<file path="src/rtl/axil_csr_bank.sv">
// AXI4-Lite CSR bank: INFO word, CTRL read/write words, STAT read-only words and an
// optional W1C interrupt controller that is compiled in when AXIL_CSR_BANK_IRQ_EN is defined.
module axil_csr_bank #(
  parameter int              DATA_W     = 32,
  parameter int              ADDR_W     = 12,
  parameter int              CTRL       = 4,
  parameter int              STAT       = 4,
  parameter int              INTERRUPTS = 1,
  parameter logic [DATA_W-1:0] CTRL_RST = '0
) (
  input  logic                         aclk,
  input  logic                         areset,
  input  logic [ADDR_W-1:0]            awAddr,
  input  logic [2:0]                   awProt,
  input  logic                         awValid,
  output logic                         awReady,
  input  logic [DATA_W-1:0]            wData,
  input  logic [DATA_W/8-1:0]          wStrb,
  input  logic                         wValid,
  output logic                         wReady,
  output logic [1:0]                   bResp,
  output logic                         bValid,
  input  logic                         bReady,
  input  logic [ADDR_W-1:0]            arAddr,
  input  logic [2:0]                   arProt,
  input  logic                         arValid,
  output logic                         arReady,
  output logic [DATA_W-1:0]            rData,
  output logic [1:0]                   rResp,
  output logic                         rValid,
  input  logic                         rReady,
  output logic [CTRL-1:0][DATA_W-1:0]  ctrl,
  output logic [CTRL-1:0]              ctrlWr,
  input  logic [STAT-1:0][DATA_W-1:0]  stat,
  input  logic [INTERRUPTS-1:0]        interrupts,
  output logic                         irq
);

  localparam int SB      = DATA_W / 8;
  localparam int LSB     = (DATA_W == 64) ? 3 : 2;
  localparam int IDX_W   = ADDR_W - LSB;
  localparam int CTRL_LO = 4;
  localparam int STAT_LO = 4 + CTRL;
  localparam int MAP_END = 4 + CTRL + STAT;
  localparam logic [1:0] RESP_OKAY   = 2'b00;
  localparam logic [1:0] RESP_SLVERR = 2'b10;
`ifdef AXIL_CSR_BANK_IRQ_EN
  localparam bit IRQ_ON = 1'b1;
`else
  localparam bit IRQ_ON = 1'b0;
`endif

  logic                        r_live;
  logic                        r_aw_held;
  logic                        r_w_held;
  logic [IDX_W-1:0]            r_aw_idx;
  logic [DATA_W-1:0]           r_w_data;
  logic [SB-1:0]               r_w_strb;
  logic                        r_bvalid;
  logic [1:0]                  r_bresp;
  logic                        r_rvalid;
  logic [1:0]                  r_rresp;
  logic [DATA_W-1:0]           r_rdata;
  logic [CTRL-1:0][DATA_W-1:0] r_ctrl;
  logic [CTRL-1:0]             r_ctrl_wr;

  logic                        w_aw_hs, w_w_hs, w_ar_hs, w_commit, w_wr_ok, w_is_ctrl;
  logic [IDX_W-1:0]            w_widx;
  logic [31:0]                 w_wword, w_rword;
  logic [DATA_W-1:0]           w_wdata, w_bmask, w_info, w_rd_data;
  logic [SB-1:0]               w_wstrb;
  logic [1:0]                  w_rd_resp;
  logic [INTERRUPTS-1:0]       w_pend, w_en;
  logic                        w_unused;

  // r_live keeps every ready low while reset is held and for the reset cycle itself.
  assign awReady = r_live && !r_aw_held && !r_bvalid;
  assign wReady  = r_live && !r_w_held && !r_bvalid;
  assign arReady = r_live && (!r_rvalid || rReady);
  assign w_aw_hs = awValid && awReady;
  assign w_w_hs  = wValid && wReady;
  assign w_ar_hs = arValid && arReady;

  // A write commits in the cycle its second half arrives, held or live.
  assign w_commit = (r_aw_held || w_aw_hs) && (r_w_held || w_w_hs);
  assign w_widx   = r_aw_held ? r_aw_idx : awAddr[ADDR_W-1:LSB];
  assign w_wdata  = r_w_held ? r_w_data : wData;
  assign w_wstrb  = r_w_held ? r_w_strb : wStrb;
  assign w_wword  = 32'(w_widx);
  assign w_rword  = 32'(arAddr[ADDR_W-1:LSB]);

  assign w_is_ctrl = (w_wword >= CTRL_LO) && (w_wword < STAT_LO);
  assign w_wr_ok   = w_is_ctrl || (IRQ_ON && (w_wword == 32'd1 || w_wword == 32'd2));

  // NOTE: every always_comb assigns its outputs a default first so no path can infer a latch.
  always_comb begin
    w_bmask = '0;
    for (int k = 0; k < SB; k++) w_bmask[8*k +: 8] = {8{w_wstrb[k]}};
  end

  always_comb begin
    w_info        = '0;
    w_info[7:0]   = 8'(CTRL);
    w_info[15:8]  = 8'(STAT);
    w_info[23:16] = 8'(INTERRUPTS);
    w_info[24]    = IRQ_ON;
    w_info[25]    = (DATA_W == 64);
  end

  // NOTE: sequential state uses non-blocking assignments so all flops update together at the edge.
  always_ff @(posedge aclk) begin
    if (areset) begin
      r_live    <= 1'b0;
      r_aw_held <= 1'b0;
      r_w_held  <= 1'b0;
      r_bvalid  <= 1'b0;
      r_bresp   <= RESP_OKAY;
      r_ctrl    <= {CTRL{CTRL_RST}};
      r_ctrl_wr <= '0;
    end else begin
      r_live    <= 1'b1;
      r_ctrl_wr <= '0;
      if (w_commit) begin
        r_aw_held <= 1'b0;
        r_w_held  <= 1'b0;
        r_bvalid  <= 1'b1;
        r_bresp   <= w_wr_ok ? RESP_OKAY : RESP_SLVERR;
        for (int i = 0; i < CTRL; i++) begin
          if (w_is_ctrl && w_wword == 32'(CTRL_LO + i)) begin
            r_ctrl[i]    <= (r_ctrl[i] & ~w_bmask) | (w_wdata & w_bmask);
            r_ctrl_wr[i] <= 1'b1;
          end
        end
      end else begin
        if (w_aw_hs) r_aw_held <= 1'b1;
        if (w_w_hs)  r_w_held  <= 1'b1;
        if (r_bvalid && bReady) r_bvalid <= 1'b0;
      end
    end
  end

  // NOTE: the holding payload is not reset; it is only ever consumed while its held flag is set.
  always_ff @(posedge aclk) begin
    if (w_aw_hs) r_aw_idx <= awAddr[ADDR_W-1:LSB];
    if (w_w_hs) begin
      r_w_data <= wData;
      r_w_strb <= wStrb;
    end
  end

`ifdef AXIL_CSR_BANK_IRQ_EN
  logic [INTERRUPTS-1:0] r_pend, r_en, w_pend_clr, w_imask;
  logic                  r_irq;

  assign w_imask    = w_bmask[INTERRUPTS-1:0];
  assign w_pend_clr = (w_commit && w_wword == 32'd1) ? (w_wdata[INTERRUPTS-1:0] & w_imask) : '0;

  // A source that is high in the clearing cycle keeps its pending bit set.
  always_ff @(posedge aclk) begin
    if (areset) begin
      r_pend <= '0;
      r_en   <= '0;
      r_irq  <= 1'b0;
    end else begin
      r_pend <= (r_pend & ~w_pend_clr) | interrupts;
      if (w_commit && w_wword == 32'd2) r_en <= (r_en & ~w_imask) | (w_wdata[INTERRUPTS-1:0] & w_imask);
      r_irq  <= |(r_pend & r_en);
    end
  end

  assign w_pend   = r_pend;
  assign w_en     = r_en;
  assign irq      = r_irq;
  assign w_unused = ^{awProt, arProt, awAddr[LSB-1:0], arAddr[LSB-1:0]};
`else
  assign w_pend   = '0;
  assign w_en     = '0;
  assign irq      = 1'b0;
  assign w_unused = ^{awProt, arProt, awAddr[LSB-1:0], arAddr[LSB-1:0], interrupts};
`endif

  always_comb begin
    w_rd_data = '0;
    w_rd_resp = RESP_SLVERR;
    if (w_rword == 32'd0) begin
      w_rd_data = w_info;
      w_rd_resp = RESP_OKAY;
    end else if (IRQ_ON && w_rword == 32'd1) begin
      w_rd_data = DATA_W'(w_pend);
      w_rd_resp = RESP_OKAY;
    end else if (IRQ_ON && w_rword == 32'd2) begin
      w_rd_data = DATA_W'(w_en);
      w_rd_resp = RESP_OKAY;
    end else if (IRQ_ON && w_rword == 32'd3) begin
      w_rd_data = DATA_W'(interrupts);
      w_rd_resp = RESP_OKAY;
    end else if (w_rword >= CTRL_LO && w_rword < STAT_LO) begin
      w_rd_resp = RESP_OKAY;
      for (int i = 0; i < CTRL; i++)
        if (w_rword == 32'(CTRL_LO + i)) w_rd_data = r_ctrl[i];
    end else if (w_rword >= STAT_LO && w_rword < MAP_END) begin
      w_rd_resp = RESP_OKAY;
      for (int i = 0; i < STAT; i++)
        if (w_rword == 32'(STAT_LO + i)) w_rd_data = stat[i];
    end
  end

  // Read data is captured at the address handshake, so a same-cycle write shows its old value.
  always_ff @(posedge aclk) begin
    if (areset) begin
      r_rvalid <= 1'b0;
      r_rresp  <= RESP_OKAY;
      r_rdata  <= '0;
    end else if (w_ar_hs) begin
      r_rvalid <= 1'b1;
      r_rresp  <= w_rd_resp;
      r_rdata  <= w_rd_data;
    end else if (rReady) begin
      r_rvalid <= 1'b0;
    end
  end

  assign bValid = r_bvalid;
  assign bResp  = r_bresp;
  assign rValid = r_rvalid;
  assign rResp  = r_rresp;
  assign rData  = r_rdata;
  assign ctrl   = r_ctrl;
  assign ctrlWr = r_ctrl_wr;

endmodule

</file>
<file path="config.mk">
export PLATFORM = sky130hd
export DESIGN_NAME = axil_csr_bank
export DESIGN_NICKNAME = d
export VERILOG_FILES = /design/src/rtl/axil_csr_bank.sv
export SDC_FILE = /design/constraint.sdc
export NUM_CORES = 1
export LEC_CHECK = 0
export ABC_AREA = 1
export BUFFER_PORTS_ARGS = -buffer_cell sky130_fd_sc_hd__buf_2
export CAP_MARGIN = 20
export CORE_ASPECT_RATIO = 0.75
export CORE_MARGIN = 2
export CORE_UTILIZATION = 45
export CTS_BUF_LIST = sky130_fd_sc_hd__clkbuf_2
export CTS_CLUSTER_DIAMETER = 100
export CTS_CLUSTER_SIZE = 14
export DETAILED_ROUTE_END_ITERATION = 10
export PLACE_DENSITY = 0.72
export RECOVER_POWER = 50
export SYNTH_ARGS = -nofsm -noshare
export SYNTH_HDL_FRONTEND = slang
export SYNTH_SLANG_ARGS = --single-unit
</file>
<file path="constraint.sdc">
create_clock -name aclk -period 4.38 [get_ports aclk]
set_input_delay 0.219 -clock aclk [delete_from_list [all_inputs] [get_ports aclk]]
set_output_delay 0.219 -clock aclk [all_outputs]
set_load 0.005 [all_outputs]
</file>
---- Word level (Yosys, flattened, before mapping) ----
Index checks and enable logic that the tools add are counted.
word-level totals
  memories kept ........................... 0
  bits in latches ......................... 0
  output and inout bits ................... 174
  memory bits (read-only) ................. 0
  input port bits ......................... 202
  bits in writable memories ............... 0
  flip-flop bits (word level) ............. 219
  word-level logic and storage cells ...... 105
operators by class
  divide/modulo/power cells ............... 0
  shifts and indexed selects .............. 0
  bitwise logic cells ..................... 11
  multipliers ............................. 0
  $lt $le $gt $ge ......................... 6
  multiplexer cells ....................... 27
  reduce and logical (&&, ||, !) cells .... 33
  equality and inequality tests ........... 12
  add/subtract/negate cells ............... 0
operators by type and width
  operator                                                                               number
  32-bit 2-to-1 mux                                                                      12
  32-bit bitwise AND                                                                     5
  32-bit OR                                                                              4
  10-bit by 3-bit equality test with 1-bit output (second input constant)                8
  10-bit by 4-bit equality test with 1-bit output (second input constant)                4
  32-bit zero test                                                                       1
  32-bit NOT                                                                             1
  10-bit by 4-bit less-than comparator with 1-bit output (second input constant)         3
  10-bit by 3-bit greater-or-equal comparator with 1-bit output (second input constant)  2
  1-bit logical AND                                                                      17
  10-bit by 4-bit greater-or-equal comparator with 1-bit output (second input constant)  1
  10-bit 2-to-1 mux                                                                      1
  1-bit 2-to-1 mux                                                                       9
  2-bit 2-to-1 mux                                                                       4
  2-bit AND reduction                                                                    4
  1-bit zero test                                                                        4
  4-bit 2-to-1 mux                                                                       1
  2-bit nonzero test                                                                     2
  2-bit OR reduction                                                                     2
  1-bit logical OR                                                                       3
  1-bit NOT                                                                              1

---- Depth between registers and ports, before layout ----
  depth in word-level cells ............... 8
  gate-level depth with buffers ........... 13
  mapped depth without buffers ............ 12

---- Worst setup path after synthesis ----
No wires, ideal clock.
  path type ............................... reg2reg
  start ................................... reg r_w_held
  end ..................................... reg r_w_data[0] (enable)
  period minus slack after synthesis ...... 3,708 ps
  slack ................................... 672 ps
  stages on the path, launching flop included .. 4
  required time ........................... 3,906 ps
  arrival ................................. 3,234 ps
  library setup time ...................... 474 ps
  buffers on the path ..................... 2
  cell sequence ........................... dfxtp_1 -> clkbuf_1 -> clkbuf_1 -> nor3_1
between the ends
  cells in the longest elaborated chain, start to end .. 4
RTL lines
  item                             RTL line  RTL
  start, declared                  55        logic r_w_held;
  start signal, assigned           115       r_w_held <= 1'b0;
  start signal, assigned           125       r_w_held <= 1'b0;
  start signal, assigned           136       if (w_w_hs) r_w_held <= 1'b1;
  1-bit zero test                  78        assign wReady = r_live && !r_w_held && !r_bvalid;
  1-bit logical AND (2 in series)  78
  1-bit logical AND                81        assign w_w_hs = wValid && wReady;
  named net w_w_hs                 67        logic w_aw_hs, w_w_hs, w_ar_hs, w_commit, w_wr_ok, w_is_ctrl;
  end signal, assigned             146       r_w_data <= wData;
  end, declared                    57        logic [DATA_W-1:0] r_w_data;
The timed path passes the listed nets, and every way through them passes these cells.
A chain may end at the register's enable or synchronous reset.

---- Final worst setup path ----
  start ................................... in arAddr[11]
  end ..................................... reg r_rdata[0] (netlist: rData[0])
between the ends
  cells in the longest elaborated chain, start to end .. 8
  elaborated cells on any way between the ends .. 26
  classes of those cells .................. order compare: 4; eq/ne: 8; mux: 11; reduce/logical: 3
RTL lines
  item                                             RTL line  RTL
  start, declared                                  24        input logic [ADDR_W-1:0] arAddr,
  10-bit by 4-bit equality test with 1-bit output  204       if (w_rword == 32'(STAT_LO + i)) w_rd_data = stat[i];
  32-bit 2-to-1 mux (4 in series)                  204
  32-bit 2-to-1 mux                                201       end else if (w_rword >= STAT_LO && w_rword < MAP_END) begin
  32-bit 2-to-1 mux                                197       end else if (w_rword >= CTRL_LO && w_rword < STAT_LO) begin
  32-bit 2-to-1 mux (*)                            185       if (w_rword == 32'd0) begin
  end signal, assigned                             217       r_rdata <= w_rd_data;
  end, declared                                    63        logic [DATA_W-1:0] r_rdata;
Every way passes the cells marked *; elsewhere a longest branch is shown, timed or not.

==> summary.txt <==
Setup path
  • Nature of the critical path endpoint: flip-flop
  • Critical-path maximum fanout: 23
  • Critical path class: in2reg
  • Reg2reg start: r_w_held
  • CP Launch Type: input pin
  • CP Data Required Time: 5160 ps
  • FF-to-FF path depth: 3
  • Critical R2R Capture: r_w_data[29]
  • Crit path DAT: 4440 ps
  • Worst reg2reg setup slack: 980 ps

Final layout
  • Share of post-route cells with drive strength above 1: 14.8%
  • Antenna Diode Count: 0
  • Post-Layout Inst Area: 0.0145 mm^2
  • Fin cells: ~2500
  • Final net count: 2361
  • Multi-input gate area: 0.00521 mm^2
  • Post-layout util: 58.3%
  • Fill count: 2422
  • Area occupied by registers: a little under 0.005 mm^2
  • Area Growth Syn to Fin: 28.1%

STA
  • Measured slew at the worst slew-check pin: 2110 ps
  • Max Fclk: 273 MHz
  • Hold Fails Final Rpt: 0
  • Max Transition Viols Final: approximately 110
  • Unrepaired setup endpoints after global routing: no
  • Worst slew margin: -41.0%
  • Setup TNS: 0 ps
  • Worst clock skew: 84.2 ps
  • # setup viols final: 0
  • Final Critical Period: 3660 ps
  • Fin crit share: 83.6%

Synthesis
  • Top_reg_cell synth: dfxtp_1
  • Sequential fraction of the synthesis area: around 42%
  • Post-Syn Area per Cell: 6.58 um^2
  • Asr flop ratio synth: 0%
  • Post-synth EDFFs: 46
  • Synthesized area: between 0.01 and 0.015 mm^2
  • Netlist cell types: 35
  • Synth Register Bits: 217
  • Cells after synthesis: 1720
  • YS warnings: 0

Run
  • Max-cap viol count: 3

Hold path
  • Hold EP: rData[22]
  • Worst hold path startpoint: stat[118]
  • WHS Path Cells: 6
  • Worst hold-check path type: in2reg

Placed design
  • DP Cell Count: 2347
  • Gp weighted congestion: 0.871
  • Dpl hpwl: 29.6 mm
  • Port Buffers: 361
  • DP Area: 0.0132 mm^2

Route
  • Via count: between 10000 and 15000
  • Routed WL per cell: roughly 17 um
  • Met3 wire len: 3.81 mm
  • DRT Wirelength: slightly above 40 mm
  • Wl on met1: between 15 and 20 mm
  • Antenna viol nets, final: 0
  • Vias/cell: 5.09
  • DR WL met2: 19.2 mm
  • Max Used Layer: met4
  • First-pass DRT Iterations: 5
  • Initial drt markers: 1136
  • DRC Markers: 0

Clock network
  • Num CTS Buffers: 19
  • Post-cts sizing count: 0
  • Worst-Skew Late Latency: 830 ps
  • Clock-pin slew on the worst setup and hold paths: 290 ps
  • Sink Count: 217
  • H-tree depth: 1
  • Postcts setup bufs: 0
  • Clk root buf: clkbuf_2
  • Clock buffer depth: 3
  • CTS tree: done

Floorplan
  • Num rows: 50
  • Core ar.: 0.0248 mm^2
  • Overall die area: between 0.02 and 0.03 mm^2
  • Initial core utilization: 45.5%
  • Die W: 187 um
  • Vert. Die Dim: 141 um
  • Num ports: 376

GRT
  • Gr usage total: between 30% and 40%
  • Largest net degree at the start of global routing: slightly above 70
  • Vias in the first global route: 11800
  • Initial antenna violation count: 0
  • First-pass GRT wire length: 63.4 mm
  • Gr ovfl total: 0

Pwr
  • Peak supply drop: 217 uV
  • Lkg Pwr: 6.93 nW
  • P per Cell Area: roughly 230 mW/mm^2

Status
  • Violated checks: max-capacitance violations, max-slew violations
  • Outcome: complete, but fails checks
## kinds of logic (layout without fill, tap and decap cells)
| kind of cell | Yosys count | in the layout | share of synthesized area, % |
|---|---|---|---|
| other | 1 | 3 | 0.0332 |
| buffers and inverters | 321 | 766 | 11.6 |
| flip-flops | 217 | 217 | 42.5 |
| AND/OR/NAND/NOR | 988 | 988 | 36.8 |
| AO/OA/AOI/OAI | 193 | 193 | 9.06 |
## report_power, final
group	leakage, nW	internal, mW	switching [mW]	total, mW
clock network	0.121	0.164	0.670	0.834
registers	1.81	2.08	0.0109	2.09
logic	5.00	0.155	0.247	0.402
## per-stage QoR
step                setup slack (ps)  power, mW  hold WS [ps]
finish                           720       3.33          30.6
global route                     505       3.45          27.7
CTS                              922       3.34          3.60
detailed placement              1360       2.47           412
global placement                1480       2.46           406
floorplan                        672       2.31           318
## Yosys cell counts (5+ instances only)
master | instances | area (um^2)
nor3_1 | 10 | 50.1
edfxtp_1 | 46 | 1380
inv_2 | 5 | 18.8
o21ai_1 | 27 | 135
nand2_4 | 8 | 90.1
buf_4 | 12 | 90.1
or2_2 | 18 | 113
a21oi_1 | 40 | 200
o21ai_0 | 108 | 541
nand4_1 | 28 | 175
nand3_1 | 120 | 601
o211ai_1 | 13 | 97.6
nand2_1 | 512 | 1920
clkbuf_1 | 41 | 154
inv_1 | 227 | 852
buf_2 | 29 | 145
dfxtp_1 | 171 | 3420
nor2_1 | 272 | 1020
## area by class of cell
cell class	instances	share of cell area [%]
multi-input combinational	1184	36.0
timing repair buffer	504	20.9
tap	338	2.92
clock inverter	2	0.0863
inverter	233	6.04
clock buffer	27	0.932
sequential	217	33.2
## cells in the final DEF, fill, tap and decap left out, types with 4 or more instances in the layout
cell / count
nor2_4: 4
a21oi_1: 40
buf_4: 11
nor2_2: 5
or2_2: 18
nand3_1: 120
o21ai_1: 27
nand4_1: 28
dlygate4sd3_1: 128
dfxtp_1: 171
o211ai_1: 13
nor2_1: 268
o21ai_0: 108
clkbuf_2: 29
edfxtp_1: 46
clkbuf_1: 138
inv_2: 6
inv_1: 226
nand4_2: 4
buf_2: 224
nor3_1: 9
nand2_4: 8
nand2_1: 512
## critical path, cell delays in order
cell	delay [ps]
buf_2	120
nor2_1	560
nand2_1	300
nor2_2	840
nand2_1	240
nand2_1	140
dlygate4sd3_1	550
o21ai_0	70
dlygate4sd3_1	560
nand2_1	60
nand3_1	60
a21oi_1	130
dlygate4sd3_1	580
## worst max-delay path by stage
stage | from | endpoint | slack, ps | cells after the start
3_5_place_dp | arAddr[6] | rData[18] | 1360 | 10
3_3_place_gp | arAddr[6] | rData[18] | 1480 | 10
4_1_cts | arAddr[2] | rData[0] | 920 | 14
2_1_floorplan | r_w_held | r_w_data[0] | 670 | 3
6_report | arAddr[11] | rData[0] | 720 | 13
5_1_grt | arAddr[11] | rData[0] | 510 | 13
## per-layer routing
| layer | vias up | GRT usage (%) |
|---|---|---|
| met5 | - | 0 |
| met4 | 0 | 9.57 |
| met3 | 103 | 5.99 |
| met2 | 620 | 51.1 |
| met1 | 5822 | 39.2 |
| li1 | 6211 | - |
## what timing repair did
| action | CTS | global route |
|---|---|---|
| hold buffers | 128 | 0 |
| endpoints found under the hold margin | 225 | 0 |
| setup endpoints to repair | 0 | 0 |
Note: power is estimated with default switching activity, not from simulation.
